## src/rtl/ex_mem_register.sv

```systemverilog
// EX/MEM pipeline register with the architectural NZVC flag register,
// a combinational forwarding port and a saturating bubble counter.
module ex_mem_register #(
    parameter int unsigned N          = 8,
    parameter int unsigned REG_ADDR_W = 4,
    parameter int unsigned CNT_W      = 16
) (
    input  logic                  clk,
    input  logic                  rst,
    input  logic                  stall,
    input  logic                  flush,
    input  logic                  ex_valid,
    input  logic [N-1:0]          ex_result,
    input  logic [3:0]            ex_flags,
    input  logic [N-1:0]          ex_store_data,
    input  logic [REG_ADDR_W-1:0] ex_rd,
    input  logic                  ex_reg_write,
    input  logic                  ex_mem_read,
    input  logic                  ex_mem_write,
    input  logic                  ex_mem_to_reg,
    input  logic                  ex_set_flags,
    output logic                  mem_valid,
    output logic [N-1:0]          mem_result,
    output logic [N-1:0]          mem_store_data,
    output logic [REG_ADDR_W-1:0] mem_rd,
    output logic                  mem_reg_write,
    output logic                  mem_mem_read,
    output logic                  mem_mem_write,
    output logic                  mem_mem_to_reg,
    output logic [3:0]            cond_flags,
    output logic                  fwd_en,
    output logic [REG_ADDR_W-1:0] fwd_rd,
    output logic [N-1:0]          fwd_data,
    output logic [CNT_W-1:0]      bubble_count
);

    logic bubble;
    logic load;

    // A stall only outranks the invalid-instruction bubble, never a flush.
    assign bubble = flush | (~stall & ~ex_valid);
    assign load   = ~flush & ~stall & ex_valid;

    always_ff @(posedge clk or posedge rst) begin
        if (rst) begin
            mem_valid      <= 1'b0;
            mem_result     <= '0;
            mem_store_data <= '0;
            mem_rd         <= '0;
            mem_reg_write  <= 1'b0;
            mem_mem_read   <= 1'b0;
            mem_mem_write  <= 1'b0;
            mem_mem_to_reg <= 1'b0;
        end else if (bubble) begin
            mem_valid      <= 1'b0;
            mem_result     <= '0;
            mem_store_data <= '0;
            mem_rd         <= '0;
            mem_reg_write  <= 1'b0;
            mem_mem_read   <= 1'b0;
            mem_mem_write  <= 1'b0;
            mem_mem_to_reg <= 1'b0;
        end else if (load) begin
            mem_valid      <= 1'b1;
            mem_result     <= ex_result;
            mem_store_data <= ex_store_data;
            mem_rd         <= ex_rd;
            mem_reg_write  <= ex_reg_write;
            mem_mem_read   <= ex_mem_read;
            mem_mem_write  <= ex_mem_write;
            mem_mem_to_reg <= ex_mem_to_reg;
        end
    end

    always_ff @(posedge clk or posedge rst) begin
        if (rst) begin
            cond_flags <= '0;
        end else if (load && ex_set_flags) begin
            cond_flags <= ex_flags;
        end
    end

    always_ff @(posedge clk or posedge rst) begin
        if (rst) begin
            bubble_count <= '0;
        end else if (bubble && (bubble_count != '1)) begin
            bubble_count <= bubble_count + CNT_W'(1);
        end
    end

    // Loads never forward; the hazard unit stalls for them instead.
    assign fwd_en   = mem_valid & mem_reg_write & ~mem_mem_to_reg;
    assign fwd_rd   = mem_rd;
    assign fwd_data = mem_result;

endmodule
```

## config.mk

```make
export PLATFORM = sky130hd
export DESIGN_NAME = ex_mem_register
export DESIGN_NICKNAME = d
export VERILOG_FILES = /design/src/rtl/ex_mem_register.sv
export SDC_FILE = /design/constraint.sdc
export NUM_CORES = 1
export LEC_CHECK = 0
export BUFFER_PORTS_ARGS = -buffer_cell sky130_fd_sc_hd__buf_4
export CORE_ASPECT_RATIO = 1.75
export CORE_MARGIN = 2
export CORE_UTILIZATION = 30
export DETAILED_ROUTE_END_ITERATION = 6
export GPL_ROUTABILITY_DRIVEN = 0
export HOLD_SLACK_MARGIN = 0.08
export PLACE_DENSITY = 0.64
export SLEW_MARGIN = 20
export SYNTH_ARGS = -nofsm -noshare
export SYNTH_HDL_FRONTEND = slang
export SYNTH_SLANG_ARGS = --single-unit
```

## constraint.sdc

```tcl
create_clock -name clk -period 4.1 [get_ports clk]
set_input_delay 0.615 -clock clk [delete_from_list [all_inputs] [get_ports clk]]
set_output_delay 0.615 -clock clk [all_outputs]
set_load 0.01 [all_outputs]
```

==> flow_summary.toml <==
[timing]
relSlewSlack = 0.3616
fin_crit_sh = 0.4133
fin_setup_tns_ns = 0
rsz0062_at_grt = "false"
finalSetupViolations = 0
fmaxAchievable_ghz = 0.5901
finalHoldViolations = 0
worst_slew_pin_slew_ns = 0.9533
slew_viol_final = 0
skew_ns = 0.001058
layout_min_cycle_time_ns = 1.695
hold_slack_ns = 0.5051

[grt]
grt_remaining_overflow = 0
antenna_found_initial = 0
grt_pass1_vias = 1521
grt_max_degree = 46
grt_pass1_wl_um = 7334
grtUsageTotal = 0.1287

[clocking]
clk_path_buf_depth = 2
htree_num_levels = 2
cts-resized-gates = 0
cts_hold_buf = 0
cts.sinks = 45
cts_tree = "built"
worstSkewPairLatency_ns = 0.28
path_clk_slew_ns = 0.06
post_cts.repair.setup_buffers = 0
cts_inserted_buffers = 5
root_buffer = "clkbuf_16"

[setup_path]
crit_type = "in -> reg"
crit_top_cell = "buf_4"
critPathSlowestCell = "nor3b_4"
slowest_delay_ns = 0.36
worstPathRequired_ns = 4.26
worstPathArrival_ns = 1.86
critPathLaunchType = "input port"
worstPathCellList = "buf_4 > nor3b_4 > buf_4 > nand2_2 > mux2_1"
critPathMaxFanout = 18
crit_path_end_kind = "flop"

[place]
dp_hpwl_um = 3460
port_buffers = 91

[floorplanning]
die_area_um2 = 7356
core_um2 = 6490
num_rows = 39
die_y_um = 112.0
initial_core_util = 0.3079
top_level_ports = 92
die_x_um = 65.70

[finish]
top_register = "bubble_count"
most-common-layout-cells = "92 x buf_4, 45 x dfrtp_1, 24 x a22o_1, 9 x xnor2_1"
n_antenna_cell = 0
drive_gt1_frac = 0.4706
largest_register_ffs = 16
layout_commonest_cell = "buf_4"
syn2layout_area_growth_pct = 42.70
nets = 272

[route]
vias = 1523
wl_per_cell_um = 14.62
drcViolationCount = 0
antenna_left = 0
via_per_inst = 4.759
first_pass_iters = 4
drtIter0Drc = 78
drt-total-wl_um = 4678

[logic_synthesis]
yosys_warnings = 0
netlist_instances = 155
ys_ff_latch = 45
synth_area_um2 = 1998
synth_area_leaders = "dfrtp_1 56%, a22o_1 11%, buf_4 4.5%"
synth_cell_types = 30
yosysTopAreaCell = "dfrtp_1"
synth_nets = 190
syn_avg_cell_area_um2 = 12.89
seq_area_frac_synth = 0.5636
synth_top_area_frac = 0.5636

[run_status]
run_status = "finished, final reports clean"

[pwr]
power_density_nw_per_um2 = 444.3
peakVddDrop_mv = 0.2358
cellLeakagePower_nw = 1.464

[run]
max_cap_viol_count = 0

[worst_hold_path]
hold_path.class = "reg -> reg"
-- power by group --
part | switching [W] | internal (W)
combinational | 0.000110 | 0.000138
sequential | 0.0000612 | 0.000495
clock | 0.000159 | 0.000304
total | 0.000330 | 0.000937
-- critical path, delay by kind of cell --
family / cells / cell delay, ns
simple gates: 2 / 0.48
buf+inv: 2 / 0.44
mux: 1 / 0.32
-- path summary, 6_finish.rpt --
path                                                   from                       endpoint  slack [ns]  cells past startpoint
worst max-delay path                                  stall      cond_flags[0]$_DFFE_PP0P_        2.41                      5
worst min-delay path              cond_flags[1]$_DFFE_PP0P_      cond_flags[1]$_DFFE_PP0P_        0.51                      1
worst max register to register  bubble_count[0]$_DFFE_PP0P_    bubble_count[1]$_DFFE_PP0P_        2.53                      5
worst min register to register    cond_flags[1]$_DFFE_PP0P_      cond_flags[1]$_DFFE_PP0P_        0.51                      1
max in group asynchronous                               rst  mem_store_data[6]$_DFFE_PP0P_        2.95                      2
min in group asynchronous                               rst      cond_flags[1]$_DFFE_PP0P_        0.56                      2
-- through the flow --
step                cell area (um^2)  utilization  std cells  total power [W]  worst slack, ns
detailed placement              2679       0.4128        312        0.0008184            2.077
CTS                             2851       0.4394        320         0.001292            2.382
global placement                2679       0.4128        312        0.0008108            2.121
floorplan                       1998            -        155        0.0006799            2.426
global route                    2851       0.4394        320         0.001330            2.324
finish                          2851       0.4394        320         0.001267            2.405
-- layout make-up --
type / instances / area (um^2)
inverter: 3 / 11.26
fill: 652 / 3638
clock inverter: 1 / 30.03
multi-input combinational: 90 / 748.2
clock buffer: 7 / 142.6
tap: 82 / 102.6
sequential: 45 / 1126
timing repair buffer: 92 / 690.7
-- synth_stat cells (all sizes together) --
master / instances
nand4b: 1
and4: 2
nor4: 3
nand4bb: 1
nand4: 5
a22o: 24
a21oi: 2
buf: 17
dfrtp: 45
inv: 3
nor2: 2
xor2: 6
xnor2: 9
ha: 1
nor2b: 1
and2: 1
and3: 4
nor3: 3
mux2: 5
o21bai: 1
nand2: 8
nand3: 6
nand2b: 2
nor3b: 3
-- layer usage --
layer  wire length (um)  GRT usage  share of wire  up-vias
li1                   -          -              -      709
met1               1777     0.1402           0.38      744
met2               2459     0.2269           0.53       63
met3                361    0.03535          0.077        7
met4                 79    0.05417          0.017        0
met5                  0          0              0        -
-- cell families (layout without fill, tap and decap cells) --
kind of cell / Yosys count / after routing / synth area share
and+or+nand+nor: 42 / 42 / 0.1534
muxes: 5 / 5 / 0.02818
buffers and inverters: 20 / 103 / 0.06324
xor gates and xnor gates: 15 / 15 / 0.06575
adders and majority gates: 1 / 1 / 0.006261
DFF: 45 / 45 / 0.5636
AOI/OAI and AO/OA: 27 / 27 / 0.1196
Power figures use the tool's default switching activity.
